<file path="src/rtl/seq_divider_32.sv">
// Iterative restoring divider, one quotient bit per clock, valid/ready on both sides.
// Define DIV_SIGNED_EN for two's-complement operands (default build is unsigned).
module seq_divider_32 #(
    parameter int WIDTH = 32
) (
    input  logic             clk,
    input  logic             rst,
    input  logic             in_valid,
    output logic             in_ready,
    input  logic [WIDTH-1:0] dividend,
    input  logic [WIDTH-1:0] divisor,
    output logic             out_valid,
    input  logic             out_ready,
    output logic [WIDTH-1:0] quotient,
    output logic [WIDTH-1:0] remainder,
    output logic             div_by_zero
);

    localparam int CW = $clog2(WIDTH);

    typedef enum logic [1:0] {
        S_IDLE,
        S_CALC,
        S_DONE
    } state_t;

    state_t           r_state;
    state_t           w_next;
    logic [WIDTH-1:0] r_rem;
    logic [WIDTH-1:0] r_quo;
    logic [WIDTH-1:0] r_dvsr;
    logic [CW-1:0]    r_cnt;
    logic [WIDTH-1:0] r_q_out;
    logic [WIDTH-1:0] r_r_out;
    logic             r_dbz;

    logic             w_accept;
    logic             w_zero;
    logic [WIDTH:0]   w_t;
    logic [WIDTH:0]   w_d;
    logic [WIDTH-1:0] w_nrem;
    logic [WIDTH-1:0] w_nquo;
    logic [WIDTH-1:0] w_a_mag;
    logic [WIDTH-1:0] w_b_mag;
    logic [WIDTH-1:0] w_q_res;
    logic [WIDTH-1:0] w_r_res;

    assign in_ready    = (r_state == S_IDLE);
    assign out_valid   = (r_state == S_DONE);
    assign quotient    = r_q_out;
    assign remainder   = r_r_out;
    assign div_by_zero = r_dbz;

    assign w_accept = in_valid && in_ready;
    assign w_zero   = (divisor == '0);

    // T never exceeds 2^WIDTH-1 when a borrow occurs, so truncating T is safe
    assign w_t    = {r_rem, r_quo[WIDTH-1]};
    assign w_d    = w_t - {1'b0, r_dvsr};
    assign w_nrem = w_d[WIDTH] ? w_t[WIDTH-1:0] : w_d[WIDTH-1:0];
    assign w_nquo = {r_quo[WIDTH-2:0], ~w_d[WIDTH]};

`ifdef DIV_SIGNED_EN
    logic r_neg_q;
    logic r_neg_r;

    assign w_a_mag = dividend[WIDTH-1] ? -dividend : dividend;
    assign w_b_mag = divisor[WIDTH-1] ? -divisor : divisor;
    assign w_q_res = r_neg_q ? -w_nquo : w_nquo;
    assign w_r_res = r_neg_r ? -w_nrem : w_nrem;

    always_ff @(posedge clk) begin
        if (rst) begin
            r_neg_q <= 1'b0;
            r_neg_r <= 1'b0;
        end else if (w_accept) begin
            r_neg_q <= dividend[WIDTH-1] ^ divisor[WIDTH-1];
            r_neg_r <= dividend[WIDTH-1];
        end
    end
`else
    assign w_a_mag = dividend;
    assign w_b_mag = divisor;
    assign w_q_res = w_nquo;
    assign w_r_res = w_nrem;
`endif

    always_ff @(posedge clk) begin
        if (rst) begin
            r_state <= S_IDLE;
        end else begin
            r_state <= w_next;
        end
    end

    always_comb begin
        w_next = r_state;
        unique case (r_state)
            S_IDLE: if (w_accept) w_next = w_zero ? S_DONE : S_CALC;
            S_CALC: if (r_cnt == '0) w_next = S_DONE;
            S_DONE: if (out_ready) w_next = S_IDLE;
            default: w_next = S_IDLE;
        endcase
    end

    always_ff @(posedge clk) begin
        if (rst) begin
            r_rem   <= '0;
            r_quo   <= '0;
            r_dvsr  <= '0;
            r_cnt   <= '0;
            r_q_out <= '0;
            r_r_out <= '0;
            r_dbz   <= 1'b0;
        end else begin
            if (w_accept) begin
                r_dbz <= w_zero;
                if (w_zero) begin
                    r_q_out <= '1;
                    r_r_out <= dividend;
                end else begin
                    r_rem  <= '0;
                    r_quo  <= w_a_mag;
                    r_dvsr <= w_b_mag;
                    r_cnt  <= CW'(WIDTH - 1);
                end
            end
            if (r_state == S_CALC) begin
                r_rem <= w_nrem;
                r_quo <= w_nquo;
                r_cnt <= r_cnt - 1'b1;
                // publish on the last step so results appear with DONE
                if (r_cnt == '0) begin
                    r_q_out <= w_q_res;
                    r_r_out <= w_r_res;
                end
            end
        end
    end

endmodule

</file>
<file path="config.mk">
export PLATFORM = sky130hd
export DESIGN_NAME = seq_divider_32
export DESIGN_NICKNAME = d
export VERILOG_FILES = /design/src/rtl/seq_divider_32.sv
export SDC_FILE = /design/constraint.sdc
export NUM_CORES = 1
export LEC_CHECK = 0
export CAP_MARGIN = 0
export CORE_MARGIN = 10
export CORE_UTILIZATION = 52
export CTS_CLUSTER_DIAMETER = 100
export DETAILED_ROUTE_END_ITERATION = 8
export PLACE_DENSITY = 0.78
export SLEW_MARGIN = 0
export SYNTH_ARGS = -nofsm -noshare
export SYNTH_HDL_FRONTEND = slang
export SYNTH_SLANG_ARGS = --single-unit
export TNS_END_PERCENT = 10
</file>
<file path="constraint.sdc">
create_clock -name clk -period 3.8 [get_ports clk]
set_clock_uncertainty 0.15 [all_clocks]
set_input_delay 1.14 -clock clk [delete_from_list [all_inputs] [get_ports clk]]
set_output_delay 1.14 -clock clk [all_outputs]
set_load 0.02 [all_outputs]
</file>
### Word-level counts from Yosys, hierarchy flattened

Index checks and enable logic that the tools add are counted.
W data, S select, Z words.

| storage, ports and cells | value |
|---|---|
| bits in registers | 168 |
| output and inout port bits | 67 |
| word-level logic and storage cells | 49 |

| cells by class | value |
|---|---|
| reductions and logical operators | 8 |
| mux-type cells | 23 |
| $add $sub $neg | 2 |
| equal/unequal tests | 6 |
| bitwise operators | 2 |

Operators with widths:

| cell | number |
|---|---|
| $mux W32 | 15 |
| $sub A33 B32 Y33 | 1 |
| $logic_not A32 Y1 | 1 |
| $mux W5 | 3 |
| $mux W2 | 4 |
| $ne A2 B1 Y1 const B | 3 |
| $pmux W2 S3 | 1 |
| $logic_not A5 Y1 | 1 |
| $sub A5 B1 Y5 const B | 1 |
| $reduce_and A2 Y1 | 2 |
| $reduce_and A3 Y1 | 1 |
| $eq A2 B1 Y1 const B | 1 |
| $eq A2 B2 Y1 const B | 1 |
| $logic_not A2 Y1 | 1 |
| $ne A2 B2 Y1 const B | 1 |
| $not A1 Y1 | 2 |
| $reduce_bool A2 Y1 | 1 |
| $logic_and A1 B1 Y1 | 1 |

### Depth between registers and ports, before layout

Gate-level depths: netlist (run 1).

| logic depth | value |
|---|---|
| depth in word-level cells | 5 |
| mapped depth | 15 |
| gate-level depth less buffers | 13 |

### Worst setup path after synthesis (run 1)

No wires, ideal clock.

| timing path | value |
|---|---|
| kind | flip-flop to flip-flop |
| start | register r_quo[31] |
| end | register r_r_out[13] (netlist: remainder[13]) |
| stages on the path, launching flop included | 15 |
| arrival time | 2737 ps |
| path buffers | 1 |
| path slack | 798 ps |
| cell sequence | dfxtp_1 > inv_1 > ha_1 > inv_1 > fa_1 > a211oi_1 > o21a_1 > a2111o_1 > a21oi_2 > o31ai_4 > xnor2_4 > buf_8 > mux2i_1 > nor2_1 > o21a_1 |

| on the way | value |
|---|---|
| word-level cells in the longest chain between the ends | 4 |

RTL lines:

| what | RTL line | RTL |
|---|---|---|
| start, declared | 30 | `logic [WIDTH-1:0] r_quo;` |
| start signal, assigned | 123 | `r_quo <= w_a_mag;` |
| start signal, assigned | 130 | `r_quo <= w_nquo;` |
| $sub A33 B32 Y33 | 59 | `assign w_d = w_t - {1'b0, r_dvsr};` |
| $mux W32 | 60 | `assign w_nrem = w_d[WIDTH] ? w_t[WIDTH-1:0] : w_d[WIDTH-1:0];` |
| $mux W32 | 133 | `if (r_cnt == '0) begin` |
| $mux W32 | 128 | `if (r_state == S_CALC) begin` |
| end signal, assigned | 120 | `r_r_out <= dividend;` |
| end signal, assigned | 135 | `r_r_out <= w_r_res;` |
| end, declared | 34 | `logic [WIDTH-1:0] r_r_out;` |

Every way passes these cells.
A chain may end at the register's enable or synchronous reset.

### Worst setup path in the final report (run 1)

| timing path | value |
|---|---|
| start | register r_quo[31] |
| end | register r_r_out[3] (netlist: remainder[3]) |

The elaborated chain is that of the path after synthesis.

==> metrics.md, run 1 <==
| Metric | Value |
|---|---|
| Cts hold-fix bufs | 0 |
| FFs w/ async S/R, synth | 0% |
| Cell area after synthesis | 8660 sq um |
| EDFF count, synth | 0 |
| Hold Startpoint | r_dvsr[3]$_SDFFE_PP0P_ |
| Final #Nets | 1373 |
| Final setup vio count | 0 |
| CP dominant cell by count | inv_1 |
| Residual DRC | 0 |
| Ant diodes | 0 |
| Num CTS Buffers | 17 |
| Vias in the first global route | 8315 |
| Sw frac | 35.9% |
| Largest net degree at the start of global routing | 57 |
| Final Max Slew Viols | 0 |
| Syn. warnings | 0 |
| Crit path max-delay cell type | fa_1 |
| Pint | 3600 uW |
| # rows | 47 |
| CP Capture Type | register |
| Worst EP required | 3.94 ns |
| Ports | 135 |
| Area of the multi-input gates | 4830 sq um |
| Reg clk slew, reported paths | 0.07 ns |
| Critical path cell sequence | inv_1 -> ha_1 -> inv_1 -> fa_1 -> a211oi_1 -> o21a_1 -> a2111o_1 -> a21oi_2 -> o31ai_4 -> xnor2_4 -> buf_12 -> buf_4 -> mux2_2 -> nor2_1 -> a311oi_1 |
| Comb pwr share | 33.4% |
| CTS sink count | 168 |
| Worst-skew pair later-pin latency | 0.44 ns |
| Die footprint | 22200 sq um |
| Yosys reg bits | 168 |
| Synthesized area per cell | 7.47 sq um |
| Max IR drop VDD | 0.417 mV |
| WP buf/inv | 4 |
| Vias per inst | 5.83 |
| Vias after detailed routing | 8756 |
| Drt total wl | 27600 um |
| Die W | 149 um |
| Seq/Total Area, Yosys | 38.8% |
| Tmin final | 3.62 ns |
| Layout cell share with drive strength beyond 1 | 6.86% |
| PortBufs | 134 |
| Reg2Reg Depth | 15 |
| Min-Delay Path Class | reg -> reg |
| H-tree depth reported by CTS | 4 |
| LEAKAGE | 0.00427 uW |
| Hold Vio Cnt, Final | 0 |
| Startpoint types | register |
| Grt ovf | 0 |
| Max Fclk | 276 MHz |
| First-pass GRT wire length | 43800 um |
| WHS Path Cells | 2 |
| Crit path max fanout | 8 |
| GP Congestion | 0.933 |
| Hold Slack | 0.304 ns |
| PwrDens | 514 nW/um^2 |
| Worst min-delay path endpoint | r_dvsr[3]$_SDFFE_PP0P_ |
| Max_slew headroom | 45.2% |
| Tot Pwr | 5610 uW |
| WS Path Type | reg -> reg |
| Layout fillers | 1445 |
| Critical R2R Capture | remainder[3]$_SDFF_PP0_ |
| Power share of the clock group | 30.9% |
| Crit path DAT | 3.76 ns |
| CTS Buffer Depth | 2 |
| Worst setup slack after layout | 0.178 ns |
| Switching pwr | 2010 uW |
| Register Area | 3360 sq um |
| Mapped Cells | 1160 |
| Post-Place Cell Area | 10300 sq um |
| Syn nets | 1263 |
| RSZ-0062 raised after global routing | no |
| Starting Density | 52.6% |
| Family with the most delay on the worst path | compound AO/OA/AOI/OAI gates |
| Core ar. | 16500 sq um |
| Root buffer cell | clkbuf_16 |
| Syn-to-layout area delta | 26.0% |
| R2R Setup Slk | 0.18 ns |
| Fin crit share | 95.3% |
| GRT Total Usage | 24.5% |
| Worst r2r src | r_quo[31]$_SDFFE_PP0P_ |
| Post-CTS sizing | 0 |
| CTS tree | built |
| Chip height | 149 um |
| CP max stage delay | 0.42 ns |
| Number of max-cap violations | 0 |
| First-pass DRT Iterations | 5 |
| Post-detailed-route count of antenna-violating nets | 0 |
| Initial drt markers | 951 |
| Initial antenna violation count | 0 |
| # Post-CTS Setup Buffers | 0 |
| WL/cell | 18.4 um |
| Leading register cell type out of synthesis | dfxtp_1 |
| Finished Cell Area | 10900 sq um |
| Worst Tran Pin Value | 0.820 ns |
| Place WS | 0.0235 ns |
| Post-DP HPWL | 20600 um |
| Status | complete, no violations |
| Yosys cell types | 61 |
| Flop pwr share | 35.7% |
-- layout by cell type (no fill, tap or decap), types with 5 or more instances in the layout --
| cell | n |
|---|---|
| o21a_1 | 13 |
| a22o_1 | 5 |
| ha_1 | 34 |
| a21o_1 | 11 |
| xor2_1 | 11 |
| a22oi_1 | 19 |
| nand4_1 | 6 |
| nand2_1 | 233 |
| mux2i_1 | 16 |
| inv_8 | 5 |
| a211oi_1 | 8 |
| a21oi_1 | 116 |
| xnor2_1 | 16 |
| buf_4 | 32 |
| o21ai_0 | 60 |
| clkdlybuf4s50_1 | 133 |
| inv_1 | 41 |
| dfxtp_1 | 168 |
| buf_12 | 6 |
| a31oi_1 | 10 |
| nor2_1 | 102 |
| or3_1 | 5 |
| o21ai_1 | 8 |
| o211ai_1 | 7 |
| clkbuf_16 | 17 |
| nor2b_1 | 7 |
| and3_1 | 7 |
| nor4_1 | 12 |
| nor3_1 | 84 |
| nand3_1 | 30 |
-- synthesized netlist by cell type, drive strengths merged (17+ instances only) --
library cell	instances	area (sq um)
a21oi	117	589
a22oi	19	143
clkbuf	73	275
dfxtp	168	3360
ha	34	425
inv	41	154
nand2	233	875
nand3	30	150
nor2	105	394
nor3	85	425
o21ai	68	340
xnor2	17	168
-- per-layer routing --
metal  routed length, um  vias up  global-route usage (%)
li1                    -     4239                       -
met1               12000     4114                    32.1
met2               12700      342                    38.4
met3                2030       61                    5.25
met4                 861        0                    10.1
met5                   0        -                       0
-- registers in the layout (all words and copies together), names as in the netlist --
register,count
remainder,32
r_cnt,5
r_quo,32
r_state,2
r_rem,32
r_dvsr,32
div_by_zero,1
quotient,32
-- power groups by stage --
stage / clock network (uW) / registers, uW / logic [uW]
6_report: 1730 / 2000 / 1870
5_1_grt: 1820 / 2020 / 2050
4_1_cts: 1750 / 2000 / 1820
3_5_place_dp: 0 / 2040 / 1800
3_3_place_gp: 0 / 2040 / 1780
2_1_floorplan: 0 / 2060 / 1200
-- worst max path at each step --
stage / cells after the start / end / start / slack, ns
after floorplan: 14 / remainder[13]$_SDFF_PP0_ / r_quo[31]$_SDFFE_PP0P_ / 0.80
after CTS: 14 / r_rem[19]$_SDFFE_PP0P_ / r_quo[31]$_SDFFE_PP0P_ / 0.12
after global routing: 15 / remainder[28]$_SDFF_PP0_ / r_quo[31]$_SDFFE_PP0P_ / 0.008
after global placement: 11 / r_rem[1]$_SDFFE_PP0P_ / divisor[16] / -0.005
after detailed placement: 11 / r_rem[18]$_SDFFE_PP0P_ / divisor[16] / 0.02
final: 15 / remainder[3]$_SDFF_PP0_ / r_quo[31]$_SDFFE_PP0P_ / 0.18
-- per-stage QoR --
stage	setup TNS [ns]	utilization [%]	std cells
after global routing	0	66.3	1503
after floorplan	0	-	1160
after CTS	0	66.1	1500
after global placement	-0.00692	62.4	1468
after detailed placement	0	62.4	1468
final	0	66.3	1503
-- final cells by class --
| type | count | area share [%] |
|---|---|---|
| flip-flops and latches | 168 | 30.8 |
| multi-input cells | 871 | 44.3 |
| repair buffers | 171 | 15.5 |
| clock inverters | 14 | 1.42 |
| inverters | 41 | 1.41 |
| clock buffers | 18 | 4.02 |
| well taps | 220 | 2.52 |
-- tightest hold or removal path, stage by stage (launching register included) --
cell	delay [ns]
dfxtp_1	0.31
nand2_1	0.05
a21oi_1	0.05
-- logic make-up (layout without fill, tap and decap cells) --
kind of cell	Yosys count	count (layout)	share of synthesized area, %
buf+inv	121	244	5.61
simple gates	505	505	25.2
flops	168	168	38.8
fa+ha+maj	35	35	5.14
compound gates	284	284	19.9
xor+xnor	28	28	3.05
mux	19	19	2.24
(Power assumes the default switching activity.)
==> inputs of run 2 (changes only) <==
- CTS_CLUSTER_SIZE: default -> 12
- SKIP_LAST_GASP: default -> 1
==> results of run 2 <==
The final DEF is identical to that of run 1; final timing and power are the same.
==> inputs of run 3 (changes only) <==
- ABC_AREA: default -> 1
- CORE_UTILIZATION: 52 -> 50
- PLACE_DENSITY: 0.78 -> 0.74
==> run 3 against run 2 <==
Net effect: synthesized cell count grew 38%; largest power group is now combinational cells; sequential share of layout area down 2.9 points; via count is 16% higher; largest cell class unchanged; critical path type is now in -> reg.
==> metrics.md, run 3 <==
| Metric | Value |
|---|---|
| Yosys cell types | 36 (-41%) |
| Syn. warnings | 0 (unchanged) |
| WP buf/inv | 4 (unchanged) |
| Residual DRC | 0 (unchanged) |
| Starting Density | 50.9% (-1.7 points) |
| Grt met1 use | 28.7% (-3.4 points) |
| RSZ-0062 raised after global routing | no |
| Ports | 135 (unchanged) |
| Reg clk slew, reported paths | 0.07 ns (about the same) |
| Comb pwr share | 35.6% (+2.2 points) |
| Crit path max-delay cell type | clkdlybuf4s50_1 |
| Synthesized area per cell | 6.18 sq um (-17%) |
| Largest net degree at the start of global routing | 56 (-1.8%) |
| Vias in the first global route | 9472 (+14%) |
| Crit path DAT | 3.27 ns (-0.49 ns) |
| Power share of the clock group | 29.8% (-1.1 points) |
| Sw frac | 39.2% (+3.4 points) |
| WS Path Type | in -> reg |
| Final #Nets | 1810 (+32%) |
| Worst-skew pair later-pin latency | 0.44 ns (about the same) |
| Fin Setup TNS | 0 ns (unchanged) |
| GRT met3 Usage | 4.42% (-0.83 points) |
| Num CTS Buffers | 17 (unchanged) |
| Family with the most delay on the worst path | simple AND/OR/NAND/NOR gates |
| CTS sink count | 168 (unchanged) |
| CP dominant cell by count | nand2_1 |
| CP max stage delay | 0.43 ns (about the same) |
| # Post-CTS Setup Buffers | 0 (unchanged) |
| Yosys reg bits | 168 (unchanged) |
| Core ar. | 19500 sq um (+18%) |
| Critical path cell sequence | clkdlybuf4s50_1 -> nor4_1 -> nand3b_1 -> nor2_1 -> nand2_1 -> inv_2 -> buf_4 -> nand2_1 -> a31oi_1 -> nand2_1 -> inv_1 |
| First-pass GRT wire length | 47800 um (+9.1%) |
| Mapped Cells | 1601 (+38%) |
| Post-DP HPWL | 22700 um (+10%) |
| Leading register cell type out of synthesis | dfxtp_1 |
| First-pass DRT Iterations | 5 (unchanged) |
| Syn-to-layout area delta | 21.7% |
| Synth cell count leaders | 561 x nand2_1, 245 x inv_1, 168 x dfxtp_1 |
| Switching pwr | 2290 uW (+14%) |
| Die footprint | 25800 sq um (+16%) |
| PwrDens | 484 nW/um^2 (-5.9%) |
| R2R Setup Slk | 0.81 ns (+0.63 ns) |
| Post-CTS sizing | 0 (unchanged) |
| Finished Cell Area | 12100 sq um (+10%) |
| Cell area after synthesis | 9900 sq um (+14%) |
| Final Max Slew Viols | 0 (unchanged) |
| Grt ovf | 0 (unchanged) |
| Busiest grt layer | met2 |
| Initial antenna violation count | 1 (+1) |
| Status | complete, no violations |
| Root buffer cell | clkbuf_16 |
| EDFF count, synth | 0 (unchanged) |
| Startpoint types | primary input |
| LEAKAGE | 0.00569 uW (+33%) |
| Worst Tran Pin Value | 0.652 ns (-0.169 ns) |
| CTS tree | built |
| Tmin final | 3.04 ns (-0.581 ns) |
| Worst EP required | 4.03 ns (+0.09 ns) |
| Vias per inst | 5.11 (-12%) |
| Initial drt markers | 753 (-21%) |
| Crit path max fanout | 13 (+5) |
| Routing usage on met2 | 37.0% (-1.4 points) |
| Max Fclk | 329 MHz (+19%) |
| Drt total wl | 29300 um (+6.3%) |
| Chip height | 161 um (+7.8%) |
| Pint | 3550 uW (-1.4%) |
| Fin crit share | 80.0% (-15 points) |
| Commonest non-fill, non-tap cell in the layout | nand2_1 |
| WL/cell | 14.8 um (-20%) |
| Tot Pwr | 5840 uW (+4.0%) |
| Post-Place Cell Area | 11500 sq um (+11%) |
| Number of max-cap violations | 0 (unchanged) |
| Hold Slack | 0.307 ns (+0.00258 ns) |
| GRT Total Usage | 22.4% (-2.1 points) |
| CP Capture Type | register |
| Layout cell share with drive strength beyond 1 | 5.47% (-1.4 points) |
| Syn nets | 1704 (+35%) |
| Seq/Total Area, Yosys | 34.0% (-4.9 points) |
| GP Congestion | 0.898 (-3.7%) |
| Top cells by area, synth | dfxtp_1 34%, nand2_1 21%, inv_1 9.3% |
| Layout fillers | 1908 (+32%) |
| Max_slew headroom | 56.6% (+11 points) |
| Top-area cell type share of the netlist area | 34.0% (-4.9 points) |
| Die W | 161 um (+7.8%) |
| PortBufs | 134 (unchanged) |
| # rows | 51 (+8.5%) |
| Final setup vio count | 0 (unchanged) |
| Cts hold-fix bufs | 0 (unchanged) |
| Leading cell types in the layout, fill and taps excluded | 561 x nand2_1, 243 x inv_1, 168 x dfxtp_1, 133 x clkdlybuf4s50_1, 110 x nor2_1 |
| Flop pwr share | 34.6% (-1.1 points) |
| FFs w/ async S/R, synth | 0% (unchanged) |
| Post-detailed-route count of antenna-violating nets | 0 (unchanged) |
| H-tree depth reported by CTS | 4 (unchanged) |
| CTS Buffer Depth | 2 (unchanged) |
| Min-Delay Path Class | reg -> reg |
| Hold Vio Cnt, Final | 0 (unchanged) |
| Most frequent cell after synthesis | nand2_1 |
| Yosys top cell by area | dfxtp_1 |
| Vias after detailed routing | 10147 (+16%) |
| Max IR drop VDD | 0.336 mV (-19%) |
run 3: cell types whose count changed after synthesis, sizes merged, moves of 20 or more:
cell / previous run / this run
buf: 7 / 31
inv: 41 / 249
clkbuf: 73 / 40
o21ai: 68 / 88
nand3: 30 / 62
a31oi: 10 / 45
nand2: 233 / 578
nor3: 85 / 38
run 3: cell type report:
cell class	instances	area [sq um]	share of cell area [%]
multi-input cells	1113	5270	43.7
flip-flops and latches	168	3360	27.9
repair buffers	158	1570	13.0
inverters	249	935	7.75
clock buffers	18	439	3.64
well taps	265	332	2.75
clock inverters	14	151	1.26
diodes	1	2.50	0.0208
run 3: worst paths after layout:
kind,from,endpoint,depth (start not counted)
worst max-delay path,divisor[28],remainder[20]$_SDFF_PP0_,11
worst min register to register,r_dvsr[22]$_SDFFE_PP0P_,r_dvsr[22]$_SDFFE_PP0P_,2
worst min-delay path,r_dvsr[22]$_SDFFE_PP0P_,r_dvsr[22]$_SDFFE_PP0P_,2
worst max register to register,r_quo[31]$_SDFFE_PP0P_,remainder[16]$_SDFF_PP0_,18
run 3: kinds of logic after synthesis:
family | count (synthesis) | share of synthesized area, %
flip-flops | 168 | 34.0
adder cells (fa/ha/maj) | 35 | 4.50
AND/OR/NAND/NOR | 818 | 33.7
XOR/XNOR | 18 | 1.59
buffers and inverters | 320 | 13.0
AO/OA/AOI/OAI | 242 | 13.2
run 3: metal layers:
layer | wire (um) | share of wire, % | vias to the layer above
met2 | 13500 | 46 | 331
met3 | 1890 | 6.4 | 45
met5 | 0 | 0 | -
li1 | - | - | 5219
met4 | 756 | 2.6 | 0
met1 | 13100 | 45 | 4552
run 3: worst min-delay path, cell delays in order (launching register included):
cell	delay [ns]
dfxtp_1	0.30
inv_1	0.06
a21oi_1	0.06
run 3: power by group through the flow:
| stage | clock, uW | sequential [uW] | combinational [uW] |
|---|---|---|---|
| 6_report | 1740 | 2020 | 2080 |
| 5_1_grt | 1840 | 2040 | 2340 |
| 4_1_cts | 1770 | 2020 | 2070 |
| 3_5_place_dp | 0 | 2060 | 2060 |
| 3_3_place_gp | 0 | 2060 | 2040 |
| 2_1_floorplan | 0 | 2090 | 1430 |
run 3: through the flow:
step	cells	utilization, %	setup slack (ns)
after floorplan	1601	-	1.23
after CTS	1985	61.9	0.775
after global routing	1986	61.9	0.586
after global placement	1953	58.9	0.391
after detailed placement	1953	58.9	0.384
final	1986	61.9	0.759
